===== src/rtl/period_meter.sv =====
`default_nettype none
// ============================================================================
// Module   : period_meter
// Brief    : Times consecutive rising edges of an asynchronous square wave in
//            clk cycles; optional glitch filter via PERIOD_METER_GLITCH_FILTER_EN.
// Revision : 1.0
// ============================================================================
module period_meter #(
    parameter  int MAX_PERIOD = 65535,
    parameter  int FILTER_LEN = 4,
    localparam int W          = $clog2(MAX_PERIOD + 1)
) (
    input  logic         clk,
    input  logic         rst_n,
    input  logic         sq_in,
    output logic [W-1:0] period,
    output logic         period_valid,
    output logic         timeout
);

    localparam logic [0:0] S_IDLE    = 1'b0;
    localparam logic [0:0] S_MEASURE = 1'b1;

    if (FILTER_LEN < 1 || MAX_PERIOD < 2) begin : g_param_check
        $error("period_meter: requires FILTER_LEN >= 1 and MAX_PERIOD >= 2");
    end

    logic         r_sync1;
    logic         r_sync2;
    logic         w_lvl;
    logic         r_lvl_d;
    logic         w_edge;
    logic [0:0]   r_state;
    logic [0:0]   w_state_nxt;
    logic [W-1:0] r_cnt;
    logic [W-1:0] r_period;
    logic         r_period_valid;
    logic         r_timeout;
    logic         w_at_max;
    logic         w_load_period;
    logic         w_set_timeout;
    logic         w_cnt_inc;

    // Reset to 1 so a line held high through reset never looks like a rising edge.
    always_ff @(posedge clk) begin
        if (!rst_n) begin
            r_sync1 <= 1'b1;
            r_sync2 <= 1'b1;
            r_lvl_d <= 1'b1;
        end else begin
            r_sync1 <= sq_in;
            r_sync2 <= r_sync1;
            r_lvl_d <= w_lvl;
        end
    end

`ifdef PERIOD_METER_GLITCH_FILTER_EN
    localparam int FW = $clog2(FILTER_LEN + 1);

    logic [FW-1:0] r_flt_cnt;
    logic          r_flt_lvl;

    // Level follows sync only after FILTER_LEN consecutive disagreeing samples.
    always_ff @(posedge clk) begin
        if (!rst_n) begin
            r_flt_lvl <= 1'b1;
            r_flt_cnt <= '0;
        end else if (r_sync2 == r_flt_lvl) begin
            r_flt_cnt <= '0;
        end else if (r_flt_cnt == FW'(FILTER_LEN - 1)) begin
            r_flt_lvl <= r_sync2;
            r_flt_cnt <= '0;
        end else begin
            r_flt_cnt <= r_flt_cnt + FW'(1);
        end
    end

    assign w_lvl = r_flt_lvl;
`else
    assign w_lvl = r_sync2;
`endif

    assign w_edge   = w_lvl & ~r_lvl_d;
    assign w_at_max = (r_cnt == W'(MAX_PERIOD));

    always_ff @(posedge clk) begin
        if (!rst_n) begin
            r_state <= S_IDLE;
        end else begin
            r_state <= w_state_nxt;
        end
    end

    always_comb begin
        w_state_nxt = r_state;
        case (r_state)
            S_IDLE:    if (w_edge)               w_state_nxt = S_MEASURE;
            S_MEASURE: if (!w_edge && w_at_max)  w_state_nxt = S_IDLE;
            default:                             w_state_nxt = S_IDLE;
        endcase
    end

    // An edge coinciding with cnt==MAX_PERIOD is a valid measurement, not a timeout.
    always_comb begin
        w_load_period = 1'b0;
        w_set_timeout = 1'b0;
        w_cnt_inc     = 1'b0;
        if (r_state == S_MEASURE) begin
            w_load_period = w_edge;
            w_set_timeout = !w_edge && w_at_max;
            w_cnt_inc     = !w_edge && !w_at_max;
        end
    end

    always_ff @(posedge clk) begin
        if (!rst_n) begin
            r_cnt          <= '0;
            r_period       <= '0;
            r_period_valid <= 1'b0;
            r_timeout      <= 1'b0;
        end else begin
            r_period_valid <= w_load_period;
            if (w_edge) begin
                r_cnt <= W'(1);
            end else if (w_cnt_inc) begin
                r_cnt <= r_cnt + W'(1);
            end
            if (w_load_period) begin
                r_period  <= r_cnt;
                r_timeout <= 1'b0;
            end else if (w_set_timeout) begin
                r_timeout <= 1'b1;
            end
        end
    end

    assign period       = r_period;
    assign period_valid = r_period_valid;
    assign timeout      = r_timeout;

endmodule
`default_nettype wire

===== config.mk =====
export PLATFORM = sky130hd
export DESIGN_NAME = period_meter
export DESIGN_NICKNAME = d
export VERILOG_FILES = /design/src/rtl/period_meter.sv
export SDC_FILE = /design/constraint.sdc
export NUM_CORES = 1
export LEC_CHECK = 0
export BUFFER_PORTS_ARGS = -buffer_cell sky130_fd_sc_hd__buf_2
export CAP_MARGIN = 20
export CORE_ASPECT_RATIO = 0.6
export CORE_MARGIN = 1
export CORE_UTILIZATION = 55
export CTS_CLUSTER_SIZE = 12
export DETAILED_ROUTE_END_ITERATION = 8
export GPL_ROUTABILITY_DRIVEN = 0
export GPL_TIMING_DRIVEN = 0
export HOLD_SLACK_MARGIN = 0.02
export PLACE_DENSITY = 0.77
export REMOVE_ABC_BUFFERS = 1
export SLEW_MARGIN = 20
export SYNTH_ARGS = -nofsm -noshare
export SYNTH_HDL_FRONTEND = slang
export SYNTH_SLANG_ARGS = --single-unit

===== constraint.sdc =====
create_clock -name clk -period 2.5 [get_ports clk]
set_input_delay 0.25 -clock clk [delete_from_list [all_inputs] [get_ports clk]]
set_output_delay 0.25 -clock clk [all_outputs]
set_load 0.005 [all_outputs]

==> Word-level counts from Yosys, hierarchy flattened <==
Index checks and enable logic that the tools add are counted.
{ "totals": {"mem_count": 0, "mem_bits_rw": 0, "output_inout_bits": 18, "rom_bits": 0, "register_bits": 38, "latchBits": 0, "input_bits": 3} }
{ "op_classes": {"mul": 0, "n_mux": 8, "bitwise": 4, "n_eq_ne": 1, "n_addsub": 1, "n_reduce_logical": 7, "div_mod_pow": 0, "n_lt_le_gt_ge": 0, "n_shift": 0} }
{ "ops": {"columns": ["op", "count"], "rows": [
  ["adder 16 x 1 -> 16 bit (second input constant)", 1],
  ["equality test 16 bit (second input constant)", 1],
  ["2-to-1 mux 1 bit", 7],
  ["OR reduction 2 bit", 2],
  ["inverter 1 bit", 3],
  ["logical AND 1 bit", 2],
  ["zero test 1 bit", 2],
  ["case mux 1 bit (2 select lines)", 1],
  ["nonzero test 2 bit", 1],
  ["bitwise AND 1 bit", 1]
]} }

==> Depth between registers and ports, before layout <==
Gate-level depths: netlist of the first run.
{ "depth": {"word_depth": 7, "mapped_depth": 6, "depth_no_buf": 5} }

==> Worst setup path after synthesis of the first run <==
Ideal clock, no wire load.
{ "synth_timing": {"path_type": "reg2reg", "startpoint": "reg r_cnt[0]", "endpoint": "reg r_cnt[12]", "period_less_slack_ns": 1.734, "path_buffers": 0, "t_arrival_ns": 1.663, "t_required_ns": 2.430, "setup_slack_ns": 0.766, "stages_incl_launch_ff": 6, "path_cell_list": "dfxtp_1 -> ha_1 -> nand4_1 -> or3_4 -> or4_1 -> a21oi_1"} }
{ "synth_via": {"elab_chain_len": 4} }
{ "synth_rtl": {"columns": ["element", "line_no", "text"], "rows": [
  ["start, declared", "35", "logic [W-1:0] r_cnt;"],
  ["start signal, assigned", "126", "r_cnt <= r_cnt + W'(1);"],
  ["branches (longest 4 deep; another with adder 16 x 1 -> 16 bit)", null, null]
]} }
Several ways; the timed one is not identified.
A chain may end at the register's enable or synchronous reset.

==> Worst setup path in the final report of the first run <==
{ "layout_timing": {"startpoint": "reg r_cnt[0]", "endpoint": "reg r_cnt[1]"} }
The elaborated chain is that of the path after synthesis.

==> run metrics, run 1 <==
status=finished, violations left; failing checks=DRC; clock group share of total power=43.1%; Min-Delay Startpoint=sq_in; Total GRT Usage=23.6%; kind of cell adding the most delay to the critical path=simple AND/OR/NAND/NOR gates; Die Span X=70.5 um; reg2reg setup slack=460 ps; reg2reg start=r_cnt[0]$_SDFFE_PN0P_; FP Rows=14; post-synth cell types=33; Clock Path Buffers=2; Worst Path Required=2720 ps; pin count of the biggest net entering global routing=18; TritonCTS Buffers=5; Switch Pwr=0.229 mW; Reg2Reg Depth=5; WP buf/inv=0; Hold Vio Cnt, Final=0; setup tns final=0 ps; CTS Sinks=38; critical path class=reg2reg; vias in the first global route=1133; Mapped Cells=158; Yosys top cell by area=dfxtp_1; Final min period=2040 ps; VDD IR max=0.361 mV; final core utilization=about two thirds; final setup fails=0; share of cells above drive strength 1=a little under a fifth; fin crit share=81.5%; DRC=2; Post-synth ARST share=0%; Synth area leaders=dfxtp_1 49%, a22o_1 9.1%, a21oi_1 4.9%; Chip Height=43.1 um; post-detail-place hpwl=2.22 mm; CP max stage cell=nor4_4; core area=~2600 um^2; synthesized area=1550 um^2; first-pass GRT wire length=5.32 mm; WL final=3.34 mm; EDFF count, synth=0; Initial Util=59.7%; Worst-Margin Slew=839 ps; via count=1327; # fillers=200; synth warn=0; Mean Syn Cell Area=9.80 um^2; Reg area=761 um^2; Seq/Total Area, Yosys=49.2%; leakage=slightly below 0.7 nW; # nets final=180; Max Cap Viol=0; CTS clock-pin slew for the worst setup and hold paths=70 ps; Hold Crit Class=in2reg; Ports=21; Worst path max stage delay=730 ps; most frequent cell after synthesis=dfxtp_1; Max Slew Vio Count=0; commonest cells in the netlist=38 x dfxtp_1, 16 x a22o_1, 15 x a21oi_1; Max-Slew Margin vs Limit=44.1%; Worst setup startpoint=r_cnt[0]$_SDFFE_PN0P_; Final ANT Viol Nets=0; hold path cells=2; Critical Path AT=2250 ps; Ant. Diodes=0; post-synthesis register bit count=38; RSZ-0062 raised after global routing=false; Die ar.=3040 um^2; CTS Root Cell=clkbuf_8; 1st-pass router iterations=6; Int Pwr=around 0.89 mW; Main synth FF type=dfxtp_1; f_max=0.491 GHz; Logic pwr share=2.4%; depth of the CTS H-tree=2; gr ovfl total=0; antenna violations before repair=0; crit-path cells=ha_1 -> nand4_1 -> nor4_4 -> o21ai_0 -> a21oi_1; endpoint class of the critical path=flop; post-DR vias/cell=6.35; hold_buf cts=0; Post-CTS Resized=0; sequential power share=54.5%; PortBufs=20; drt initial violations=74; worst-path maximum fanout=17; post-CTS setup buffer count=0; multi-input logic area=746 um^2; TritonCTS clock tree=built; end of the worst register-to-register path=r_cnt[1]$_SDFFE_PP0P_; top cell type's share of synthesized area=49.2%; area delta synth->final=14.5%; Power Dens Cells=634 nW/um^2; Critical Path Source Type=flop; DR WL/cell=16.0 um; switching share of power=between 20 and 25%; clock latency on the worst-skew pair=just under 300 ps; WHS Endpoint=r_sync1$_SDFF_PN1_; Setup Skew=around 6.0 ps
==> final cells by class <==
cell class	count	share of cell area, %
multi-input combinational	107	42.1
tap	32	2.26
timing repair buffer	20	5.65
sequential	38	42.9
inverter	4	0.847
clock buffer	8	6.21
==> registers in the layout (all words and copies together) (netlist names) <==
signal        cells
period           16
r_cnt            16
period_valid      1
r_lvl_d           1
r_state           1
r_sync1           1
r_sync2           1
timeout           1
==> through the flow <==
stage               cells  setup WS, ps  hold slack [ps]  cell area (um^2)  power [mW]
floorplan             149           631              323              1510       0.642
global placement      201           294              399              1650       0.651
detailed placement    201           221              400              1650       0.653
CTS                   209           177              135              1760        1.13
global route          209           286              134              1770        1.16
finish                209           463              138              1770        1.12
==> routing by layer <==
layer / vias to the layer above / part of all wire, % / GRT usage [%]
li1: 641 / - / -
met1: 637 / 49 / 33.2
met2: 42 / 44 / 32.2
met3: 7 / 6.0 / 9.03
met4: 0 / 1.4 / 9.39
met5: - / 0 / 0
==> power by group through the flow <==
stage | Combinational (mW) | Clock [mW] | Sequential (mW)
floorplan | 0.0173 | 0 | 0.625
CTS | 0.0266 | 0.489 | 0.612
finish | 0.0268 | 0.485 | 0.612
global route | 0.0298 | 0.517 | 0.613
detailed placement | 0.0264 | 0 | 0.626
global placement | 0.0250 | 0 | 0.626
==> cell usage in the layout (no fill, tap or decap), drive strengths merged, types with 3 or more instances in the layout <==
cell	Yosys	final
nor2	3	3
nor4	3	3
inv	4	4
mux2i	3	3
nand4	7	7
nand2b	4	4
buf	2	20
a22o	16	16
or3	6	6
dfxtp	38	38
o31ai	9	9
nand3	6	6
nand2	8	8
or4	9	9
a21oi	15	15
clkbuf	7	8
and2	3	3
==> worst max path at each step <==
stage | cells after the start | endpoint | slack (ps)
2_1_floorplan | 5 | r_cnt[4]$_SDFFE_PP0P_ | 630
3_3_place_gp | 5 | r_cnt[4]$_SDFFE_PP0P_ | 290
3_5_place_dp | 5 | r_cnt[4]$_SDFFE_PP0P_ | 220
4_1_cts | 5 | r_cnt[4]$_SDFFE_PP0P_ | 180
5_1_grt | 5 | r_cnt[4]$_SDFFE_PP0P_ | 290
6_report | 5 | r_cnt[1]$_SDFFE_PP0P_ | 460
==> logic make-up (layout without fill, tap and decap cells) <==
family	after synthesis	after routing	synth area share [%]
flops	38	38	49.2
fa+ha+maj	1	1	0.808
compound gates	45	45	20.4
simple gates	58	58	24.3
mux	3	3	1.94
buf+inv	13	32	3.48
(Power assumes the default switching activity.)
==> run 2, diff against run 1 <==
clock period = 1.9 ns   (was 2.5 ns; I/O delays follow)
==> run 2 against run 1 <==
The run still ends with DRC left. Design area rose by 2.9%. Setup slack got worse by 380 ps. Combinational power rose by 33%. Clock skew fell by 1.0 ps. Hold slack got worse by 59 ps. First-iteration DRC count rose by 22%. Final cell count rose by 1.9%. Total power rose by 31%. Register-to-register slack got worse by 380 ps. Routed wire length rose by 3.4%. Critical path type unchanged.
==> run metrics, run 2 (synthesis results as in run 1) <==
final core utilization=between 70% and 80%; CTS Sinks=38; FP Rows=14; RSZ-0062 raised after global routing=false; clock latency on the worst-skew pair=290 ps; status=finished, violations left; PortBufs=20; via count=1366; CTS Root Cell=clkbuf_8; 1st-pass router iterations=7; depth of the CTS H-tree=2; f_max=around 0.55 GHz; Initial Util=59.7%; WL final=approximately 3.4 mm; gr ovfl total=0; post-detail-place hpwl=2.22 mm; Total GRT Usage=24.3%; Max Cap Viol=0; WP depth=4; worst hold slack=79.4 ps; fin crit share=95.7%; Final ANT Viol Nets=0; Critical Path AT=2030 ps; pin count of the biggest net entering global routing=18; CP max stage cell=dfxtp_1; Setup Skew=4.99 ps; first-pass GRT wire length=5.45 mm; drt initial violations=90; Ports=21; most common cell after layout, fill and taps aside=dfxtp_1; area delta synth->final=17.8%; kind of cell adding the most delay to the critical path=simple AND/OR/NAND/NOR gates; leakage=about 0.69 nW; DRC=2; TritonCTS Buffers=5; Tot Pwr=between 1 and 1.5 mW; post-DR vias/cell=6.41; Max Slew Vio Count=0; VDD IR max=about 0.47 mV; Max-Slew Margin vs Limit=between 40% and 50%; Ant. Diodes=0; Worst Path Required=2120 ps; crit-path cells=nand4_4 -> or3_4 -> or4_1 -> a21oi_1; # nets final=184; core area=2590 um^2; Chip Height=43.1 um; worst-path maximum fanout=7; hold path cells=2; Hold Vio Cnt, Final=0; Worst-Margin Slew=845 ps; critical path class=reg2reg; failing checks=DRC; TritonCTS clock tree=built; Final min period=roughly 1800 ps; vias in the first global route=1170; antenna violations before repair=0; Worst path max stage delay=490 ps; commonest non-fill, non-tap cells in the layout=36 x dfxtp_1, 20 x buf_2, 16 x a22o_1, 14 x a21oi_1; share of cells above drive strength 1=22.7%; Critical Path Source Type=flop; WP buf/inv=0; Die Span X=70.5 um; Die ar.=between 3000 and 4000 um^2; final setup fails=0; Power Dens Cells=810 nW/um^2; hold_buf cts=0; Hold Crit Class=in2reg; DR WL/cell=16.2 um; Clock Path Buffers=2; Reg2Reg Depth=4; endpoint class of the critical path=flop; CTS clock-pin slew for the worst setup and hold paths=70 ps
-- run 2: cell types whose count changed in the layout (fill, tap and decap cells not counted) --
cell,delta
ha_2,+1
buf_12,+1
dfxtp_4,+1
dfxtp_2,+1
ha_1,-1
dfxtp_1,-2
buf_4,+3
and3_1,-1
and3_2,+1
-- run 2: worst paths after layout --
check / endpoint / slack, ps / startpoint
hold / removal: r_sync1$_SDFF_PN1_ / 80 / sq_in
setup / recovery: r_cnt[12]$_SDFFE_PP0P_ / 80 / r_cnt[4]$_SDFFE_PP0P_
hold reg to reg: r_sync2$_SDFF_PN1_ / 410 / r_sync1$_SDFF_PN1_
setup reg to reg: r_cnt[12]$_SDFFE_PP0P_ / 80 / r_cnt[4]$_SDFFE_PP0P_
-- run 2: layout make-up --
cell class	instances	area, um^2
multi-input cells	107	749
well taps	32	40.0
fillers	192	769
clock buffers	8	110
flip-flops and latches	38	766
inverters	4	15.0
repair buffers	24	143
-- run 2: worst register-to-register path: cells and delay by family, from the launching register on --
family	cells	cell delay, ps
AOI/OAI and AO/OA	1	150
and+or+nand+nor	3	1110
DFF	1	490
-- run 2: metrics by stage --
| step | setup slack, ps | cell area, um^2 | instances | TNS, ps |
|---|---|---|---|---|
| after floorplan | 30.7 | 1510 | 149 | 0 |
| after global placement | -306 | 1650 | 201 | -3290 |
| after detailed placement | -379 | 1650 | 201 | -3310 |
| after CTS | 52.7 | 1800 | 211 | 0 |
| after global routing | 8.89 | 1820 | 213 | 0 |
| final | 82.2 | 1820 | 213 | 0 |
-- run 2: layer usage --
metal | part of all wire, % | global-route usage, % | vias to the layer above
met3 | 8.7 | 9.03 | 4
met4 | 1.1 | 10.6 | 0
met2 | 45 | 34.8 | 58
li1 | - | - | 651
met5 | 0 | 0 | -
met1 | 45 | 32.7 | 653
-- run 2: report_power, final --
group          switching [mW]  internal (mW)
clock                   0.269          0.366
combinational          0.0253         0.0103
sequential            0.00514          0.801
-- run 2: what timing repair did --
item | 4_1_cts | 5_1_grt
setup buffers | 2 | 2
setup endpoints to repair | 12 | 19
pin swaps | 1 | 1
endpoints found under the hold margin | 0 | 0
resized for setup | 2 | 4
